<file path="src/rtl/pe_ctx_pkg.sv">
// Shared layout of the 59-bit PE context word and sequencer state encoding.
// Optional hazard checking is enabled by PESEQ_HAZARD_CHK_EN.
package pe_ctx_pkg;

  localparam int CTX_W  = 59;
  localparam int W_CIN  = 9;
  localparam int W_COUT = 9;
  localparam int W_REG  = 6;
  localparam int W_BYP  = 4;

  localparam int OFF_CIN  = 50;
  localparam int OFF_COUT = 41;
  localparam int OFF_REG1 = 35;
  localparam int OFF_REG2 = 29;
  localparam int OFF_PUTI = 23;
  localparam int OFF_PUTO = 17;
  localparam int OFF_SEND = 11;
  localparam int OFF_BYP1 = 7;
  localparam int OFF_BYP2 = 3;
  localparam int OFF_WB   = 2;
  localparam int OFF_LD   = 1;
  localparam int OFF_LDW  = 0;

  typedef struct packed {
    logic [W_CIN-1:0]  control_in;
    logic [W_COUT-1:0] control_out;
    logic [W_REG-1:0]  reg_1;
    logic [W_REG-1:0]  reg_2;
    logic [W_REG-1:0]  put_in;
    logic [W_REG-1:0]  put_out;
    logic [W_REG-1:0]  send;
    logic [W_BYP-1:0]  pe2fu_1;
    logic [W_BYP-1:0]  pe2fu_2;
    logic              write_back;
    logic              ld;
    logic              ld_write;
  } ctx_t;

  // ld=1 with ld_write=0 keeps the PE from loading or writing anything
  localparam logic [CTX_W-1:0] NOP_WORD = {{(CTX_W-2){1'b0}}, 2'b10};

  typedef enum logic [1:0] {
    S_IDLE  = 2'd0,
    S_RUN   = 2'd1,
    S_DRAIN = 2'd2
  } seq_state_e;

  function automatic ctx_t ctx_unpack(input logic [CTX_W-1:0] w);
    ctx_t c;
    c.control_in  = w[OFF_CIN  +: W_CIN];
    c.control_out = w[OFF_COUT +: W_COUT];
    c.reg_1       = w[OFF_REG1 +: W_REG];
    c.reg_2       = w[OFF_REG2 +: W_REG];
    c.put_in      = w[OFF_PUTI +: W_REG];
    c.put_out     = w[OFF_PUTO +: W_REG];
    c.send        = w[OFF_SEND +: W_REG];
    c.pe2fu_1     = w[OFF_BYP1 +: W_BYP];
    c.pe2fu_2     = w[OFF_BYP2 +: W_BYP];
    c.write_back  = w[OFF_WB];
    c.ld          = w[OFF_LD];
    c.ld_write    = w[OFF_LDW];
    return c;
  endfunction

endpackage

</file>
<file path="src/rtl/pe_ctx_mem.sv">
// Context word store: one synchronous write port, one combinational read.
// Contents are intentionally not reset.
module pe_ctx_mem
  import pe_ctx_pkg::*;
#(
  parameter int DEPTH = 16,
  parameter int AW    = 4
) (
  input  logic             clk,
  input  logic             we,
  input  logic [AW-1:0]    waddr,
  input  logic [CTX_W-1:0] wdata,
  input  logic [AW-1:0]    raddr,
  output logic [CTX_W-1:0] rdata
);

  logic [CTX_W-1:0] mem_q [DEPTH];

  always_ff @(posedge clk) begin
    if (we) mem_q[waddr] <= wdata;
  end

  assign rdata = mem_q[raddr];

endmodule

</file>
<file path="src/rtl/pe_ctx_sequencer.sv">
// Replays a loop of context words into one CGRA PE register/FU tile.
// Define PESEQ_HAZARD_CHK_EN to add write-back/load conflict suppression.
module pe_ctx_sequencer
  import pe_ctx_pkg::*;
#(
  parameter int DEPTH = 16,
  parameter int AW    = 4,
  parameter int ITW   = 8
) (
  input  logic             CLK,
  input  logic             RST_N,
  input  logic             cfg_we,
  input  logic [AW-1:0]    cfg_addr,
  input  logic [CTX_W-1:0] cfg_wdata,
  input  logic             start,
  input  logic [AW-1:0]    last_pc,
  input  logic [ITW-1:0]   iter_cnt,
  input  logic             stall,
  input  logic             abort,
  output logic             busy,
  output logic             done,
  output logic             ctrl_valid,
  output logic [8:0]       control_in,
  output logic [8:0]       control_out,
  output logic [5:0]       control_reg_1,
  output logic [5:0]       control_reg_2,
  output logic [5:0]       control_put_in,
  output logic [5:0]       control_put_out,
  output logic [5:0]       control_send,
  output logic [3:0]       control_pe2fu_1,
  output logic [3:0]       control_pe2fu_2,
  output logic             write_back,
  output logic             ld,
  output logic             ld_write
`ifdef PESEQ_HAZARD_CHK_EN
  ,
  output logic             hazard
`endif
);

  localparam ctx_t NOP_CTX = ctx_t'(NOP_WORD);

  seq_state_e       state_q, state_d;
  logic [AW-1:0]    pc_q, pc_d;
  logic [AW-1:0]    last_q, last_d;
  logic [ITW-1:0]   it_q, it_d;
  ctx_t             out_q, out_d;
  logic             vld_q, vld_d;
  logic             done_q, done_d;
  logic [CTX_W-1:0] fetch_raw;
  ctx_t             fetch;
  ctx_t             issue;
  logic             mem_we;

  assign mem_we = RST_N && cfg_we && !abort && (state_q == S_IDLE);

  pe_ctx_mem #(
    .DEPTH (DEPTH),
    .AW    (AW)
  ) u_mem (
    .clk   (CLK),
    .we    (mem_we),
    .waddr (cfg_addr),
    .wdata (cfg_wdata),
    .raddr (pc_q),
    .rdata (fetch_raw)
  );

  assign fetch = ctx_unpack(fetch_raw);

`ifdef PESEQ_HAZARD_CHK_EN
  logic haz_q, haz_d;
  logic conflict;

  // a neighbour load into the same register beats FU write-back
  assign conflict = fetch.write_back
                 && (fetch.put_in == fetch.put_out)
                 && (!fetch.ld || fetch.ld_write);

  always_comb begin
    issue = fetch;
    if (conflict) issue.write_back = 1'b0;
  end

  assign hazard = haz_q;
`else
  assign issue = fetch;
`endif

  always_comb begin
    state_d = state_q;
    pc_d    = pc_q;
    last_d  = last_q;
    it_d    = it_q;
    out_d   = NOP_CTX;
    vld_d   = 1'b0;
    done_d  = 1'b0;
`ifdef PESEQ_HAZARD_CHK_EN
    haz_d   = 1'b0;
`endif
    if (abort) begin
      state_d = S_IDLE;
      pc_d    = '0;
    end else begin
      unique case (state_q)
        S_IDLE: begin
          if (start) begin
            state_d = S_RUN;
            pc_d    = '0;
            last_d  = last_pc;
            it_d    = (iter_cnt == '0) ? ITW'(1) : iter_cnt;
          end
        end
        S_RUN: begin
          if (!stall) begin
            out_d = issue;
            vld_d = 1'b1;
`ifdef PESEQ_HAZARD_CHK_EN
            haz_d = conflict;
`endif
            if (pc_q == last_q) begin
              pc_d = '0;
              it_d = it_q - ITW'(1);
              if (it_q == ITW'(1)) state_d = S_DRAIN;
            end else begin
              pc_d = pc_q + AW'(1);
            end
          end
        end
        S_DRAIN: begin
          done_d  = 1'b1;
          state_d = S_IDLE;
        end
        default: state_d = S_IDLE;
      endcase
    end
  end

  always_ff @(posedge CLK) begin
    if (!RST_N) begin
      state_q <= S_IDLE;
      pc_q    <= '0;
      last_q  <= '0;
      it_q    <= '0;
      out_q   <= NOP_CTX;
      vld_q   <= 1'b0;
      done_q  <= 1'b0;
`ifdef PESEQ_HAZARD_CHK_EN
      haz_q   <= 1'b0;
`endif
    end else begin
      state_q <= state_d;
      pc_q    <= pc_d;
      last_q  <= last_d;
      it_q    <= it_d;
      out_q   <= out_d;
      vld_q   <= vld_d;
      done_q  <= done_d;
`ifdef PESEQ_HAZARD_CHK_EN
      haz_q   <= haz_d;
`endif
    end
  end

  assign busy            = (state_q != S_IDLE);
  assign done            = done_q;
  assign ctrl_valid      = vld_q;
  assign control_in      = out_q.control_in;
  assign control_out     = out_q.control_out;
  assign control_reg_1   = out_q.reg_1;
  assign control_reg_2   = out_q.reg_2;
  assign control_put_in  = out_q.put_in;
  assign control_put_out = out_q.put_out;
  assign control_send    = out_q.send;
  assign control_pe2fu_1 = out_q.pe2fu_1;
  assign control_pe2fu_2 = out_q.pe2fu_2;
  assign write_back      = out_q.write_back;
  assign ld              = out_q.ld;
  assign ld_write        = out_q.ld_write;

endmodule

</file>
<file path="config.mk">
export PLATFORM = sky130hd
export DESIGN_NAME = pe_ctx_sequencer
export DESIGN_NICKNAME = d
export VERILOG_FILES = /design/src/rtl/pe_ctx_pkg.sv /design/src/rtl/pe_ctx_mem.sv /design/src/rtl/pe_ctx_sequencer.sv
export SDC_FILE = /design/constraint.sdc
export NUM_CORES = 1
export LEC_CHECK = 0
export ABC_AREA = 1
export BUFFER_PORTS_ARGS = -buffer_cell sky130_fd_sc_hd__buf_2
export CORE_MARGIN = 5
export CORE_UTILIZATION = 38
export CTS_BUF_LIST = sky130_fd_sc_hd__clkbuf_4
export DETAILED_ROUTE_END_ITERATION = 16
export SETUP_SLACK_MARGIN = 0.02
export SLEW_MARGIN = 5
export SYNTH_ARGS = -nofsm -noshare
export SYNTH_HDL_FRONTEND = slang
export SYNTH_SLANG_ARGS = --single-unit
</file>
<file path="constraint.sdc">
create_clock -name CLK -period 10.7 [get_ports CLK]
set_input_delay 1.07 -clock CLK [delete_from_list [all_inputs] [get_ports CLK]]
set_output_delay 1.07 -clock CLK [all_outputs]
set_load 0.005 [all_outputs]
</file>
Word level (Yosys, flattened, before mapping)
Memories as Yosys holds them, arrays and structs flattened. A register that Yosys moved wholly into a read port is not among the register bits.
Cells that the tools add are included.
{ "word_totals": {"ramBits": 944, "word_cells": 53, "n_memories": 1, "out_inout_bits": 62, "in_bits": 81, "register_bits": 20} }
{ "memory_table": {"columns": ["name", "depth", "word_bits", "rd", "rd_ports_with_merged_regs", "wr", "line_no", "rtl"], "rows": [
  ["u_mem.mem_q", 16, 59, 1, 1, 1, "pe_ctx_mem.sv:17", "logic [CTX_W-1:0] mem_q [DEPTH];"]
]} }
{ "op_classes": {"n_eq_ne": 8, "n_bitwise": 3, "reduce_logical": 15, "addsub": 2, "mux": 18} }
{ "ops": {"columns": ["op", "n"], "rows": [
  ["2-to-1 mux 8 bit", 4],
  ["one-hot mux 8 bit (2 select lines)", 1],
  ["2-to-1 mux 4 bit", 3],
  ["equality test 8 x 1 -> 1 bit (second input constant)", 1],
  ["logical NOT 8 bit", 1],
  ["2-to-1 mux 2 bit", 4],
  ["!= test 2 bit (second input constant)", 4],
  ["one-hot mux 4 bit (2 select lines)", 1],
  ["subtractor 8 x 1 -> 8 bit (second input constant)", 1],
  ["AND reduction 3 bit", 2],
  ["AND reduction 5 bit", 1],
  ["adder 4 x 1 -> 4 bit (second input constant)", 1],
  ["equality test 4 bit", 1],
  ["2-to-1 mux 1 bit", 4],
  ["one-hot mux 2 bit (2 select lines)", 1],
  ["AND reduction 4 bit", 1],
  ["nonzero test 2 bit", 2],
  ["OR reduction 4 bit", 1],
  ["logical AND 1 bit", 3],
  ["inverter 1 bit", 3],
  ["OR reduction 3 bit", 1],
  ["equality test 2 x 1 -> 1 bit (second input constant)", 1],
  ["equality test 2 bit (second input constant)", 1],
  ["logical NOT 2 bit", 1],
  ["2 further kinds", 2]
]} }

Logic depth before layout (Yosys ltp)
{ "logic_depth": {"ltp_word": 5, "mapped_depth": 11, "mapped_depth_nobuf": 10} }

Cells and area by module
A second synthesis with hierarchy kept.
{ "unflattened": {"hier_cells": 4207, "area_unflattened_um2": 43215.2} }
{ "modules_own_cells": {"columns": ["module", "cells_each", "instances", "seq_area_each_um2", "area_per_inst_um2"], "rows": [
  ["pe_ctx_mem", 3825, 1, 28347.2, 40323.7],
  ["pe_ctx_sequencer", 382, 1, 1581.5, 2891.5]
]} }

Least setup slack after synthesis
OpenSTA, ideal clock, no wires.
{ "synth_timing": {"path_kind": "input-to-reg", "startpoint": "input RST_N", "endpoint": "memory u_mem.mem_q[0][0] (enable)", "path_slack_ps": 6116, "setup_time_ps": 476, "required_ps": 10224, "path_stages": 6, "n_path_buf": 0, "arrival_time_ps": 4107, "cell_sequence": "inv_2 -> nor2_4 -> inv_2 -> nor2_1 -> nand3_1 -> nor2_1"} }
{ "synth_via": {"elab_chain_cells": 5} }
{ "synth_lines": {"columns": ["element", "line_no", "rtl"], "rows": [
  ["from (decl)", "pe_ctx_sequencer.sv:11", "input logic RST_N,"],
  ["logical AND 1 bit (3 in a row)", "pe_ctx_sequencer.sv:55", "assign mem_we = RST_N && cfg_we && !abort && (state_q == S_IDLE);"],
  ["2-to-1 mux 1 bit", "pe_ctx_mem.sv:20", "if (we) mem_q[waddr] <= wdata;"],
  ["2-to-1 mux 1 bit (not written as such)", "pe_ctx_mem.sv:20", null],
  ["to (decl)", "pe_ctx_mem.sv:17", null]
]} }
No other way between the ends.

==> results.json <==
{
  "fill_cells": 9834,
  "coreArea_mm2": 0.105,
  "critical_path_class": "flip-flop to flip-flop",
  "start_util_pct": 38.1,
  "grtUsageTotal_pct": 18.8,
  "viasPerCell": 5.16,
  "syn_to_final_growth_pct": 13.7,
  "min_period_ns": 4.47,
  "tightest_slew_ns": 1.18,
  "antenna_found_initial": 10,
  "setup_tns_ns": 0,
  "grt_max_degree": 188,
  "netlist_instances": 3198,
  "cts_tree": "yes",
  "cap_violations": 0,
  "most-common-layout-cells": "edfxtp_1 (944), nor2_1 (780), clkbuf_4 (441), o21ai_1 (283), o21ai_0 (202)",
  "critPathCaptureType": "flip-flop",
  "ant_nets": 0,
  "power.density_mw_per_mm2": 177,
  "layout_setup_ws_ns": 6.23,
  "finalClockSkew_ns": 0.113,
  "final_area_mm2": 0.0454,
  "clk_latency_ns": 1.19,
  "synth.distinct_cells": 27,
  "gp_congestion": 0.769,
  "hold_violations": 0,
  "drc": 0,
  "numCtsBuffers": 289,
  "critPathMaxFanout": 100,
  "dr.pass1.iters": 5,
  "layout_commonest_cell": "edfxtp_1",
  "power_leakage_nw": 15.7,
  "wl_um": 107000,
  "layout.nets": 3547,
  "portBuffers": 142,
  "drt-initial-drc-count": 2281,
  "io_pins": 143,
  "ir_worst_vdd_v": 0.0000842,
  "synth_warnings": 0,
  "die_h_um": 334,
  "top_usage_layer": "met2",
  "grtUsageMet2_pct": 31.0,
  "ys_ff_latch": 1023,
  "multiInputGateArea_mm2": 0.00878,
  "syn-cell-area_mm2": 0.0399,
  "clkSinkCount": 1023,
  "syn_nets": 3282,
  "cts.htree.levels": 5,
  "regArea_mm2": 0.0299,
  "fin_crit_sh_pct": 41.7,
  "dr_total_vias": 26100,
  "dpl_cell_area_mm2": 0.0418,
  "cts.repair.resized": 0,
  "hp-class": "input pin to flip-flop",
  "stdcell_count": 5058,
  "gr-usage-met3_pct": 4.04,
  "routedWlPerCell_um": 21.2,
  "chipWidth_um": 334,
  "root_buffer": "clkbuf_4",
  "clk_path_buf_depth": 4,
  "grt.met1_usage_pct": 24.6,
  "hpwl_um": 56100,
  "clk_pin_slew_ns": 0.06,
  "die_area_mm2": 0.112,
  "status": "finished clean",
  "dp_slack_ns": 6.26,
  "fmax_mhz": 224,
  "cp-start-kind": "flip-flop",
  "post_cts_buffers": 0,
  "first_global_vias": 26100,
  "critPathArrivalTime_ns": 5.51,
  "syn_avg_cell_area_um2": 12.5,
  "slew_headroom_pct": 21.6,
  "setup_viol": 0,
  "core.rowCount": 119,
  "final_max_slew_viol_count": 0,
  "worstPathRequired_ns": 11.74,
  "utilization_pct": 43.3,
  "grt_pass1_wl_um": 161000,
  "ys_seq_area_share_pct": 74.9,
  "power_mw": 8.06,
  "dp.cells": 4563,
  "holdBufCountCts": 0,
  "gr-total-overflow": 0,
  "layout-drive-gt1-share_pct": 18.8,
  "rsz0062_at_grt": "false",
  "holdWs_ns": 0.222
}
==> critical path, cell delays in order (launching register included) <==
cell and delay [ns]:
dfxtp_4 0.91, buf_4 0.82, buf_4 0.94, buf_4 0.78, nor2_1 0.12, nor2_1 0.12, o21ai_1 0.09, o211ai_1 0.13
nand3_1 0.15, a21oi_1 0.23
==> synthesized netlist by cell type (all sizes together) <==
library cell | count | area (um^2)
edfxtp | 944 | 28300
nor2 | 799 | 3020
o21ai | 485 | 2430
nand3 | 194 | 971
a21oi | 133 | 744
nand2 | 129 | 484
o211ai | 118 | 886
clkbuf | 107 | 402
inv | 99 | 372
buf | 96 | 588
dfxtp | 79 | 1580
ha | 3 | 37.5
nand4 | 3 | 18.8
nor3 | 3 | 26.3
o22ai | 2 | 12.5
xor2 | 2 | 17.5
a211oi | 1 | 7.51
nor4 | 1 | 6.26
==> power breakdown <==
group	switching (mW)	leakage, nW	total (mW)	internal, mW
Combinational	0.130	4.38	0.164	0.0348
Sequential	0.00755	9.13	4.39	4.38
Clock	1.58	2.16	3.51	1.94
Total	1.71	15.7	8.06	6.35
==> per-layer routing <==
metal	part of all wire, %	routed length (um)
met1	42	45200
met2	49	52000
met3	6.3	6710
met4	2.8	3020
met5	0	0
==> path summary, 6_finish.rpt <==
path	to	cells after the start	start	slack, ns
max	control_put_in[1]	9	pc_q[0]	6.23
min	ctrl_valid	2	stall	0.22
min reg2reg	last_q[2]	2	last_q[2]	0.47
max reg2reg	control_put_in[1]	9	pc_q[0]	6.23
==> registers in the layout, summed over array words and instances (netlist names), 2 cells and up <==
register	count
control_reg_1	6
state_q	2
it_q	8
control_pe2fu_1	4
control_send	6
u_mem.mem_q	944
last_q	4
control_reg_2	6
control_put_in	6
pc_q	4
control_pe2fu_2	4
control_in	9
control_out	9
control_put_out	6
==> layout make-up <==
type	count	area share, %
clock buffer	441	7.29
timing repair buffer	177	2.17
inverter	99	0.859
antenna	9	0.0496
sequential	1023	65.9
tap	1391	3.83
multi-input combinational	1873	19.3
clock inverter	45	0.570
==> kinds of logic after synthesis <==
logic type	count (synthesis)	share of synthesized area [%]
xor+xnor	2	0.0439
fa+ha+maj	3	0.0940
simple gates	1129	11.3
buf+inv	302	3.41
compound gates	739	10.2
flops	1023	74.9
No activity file was read; power rests on OpenSTA's default activity.
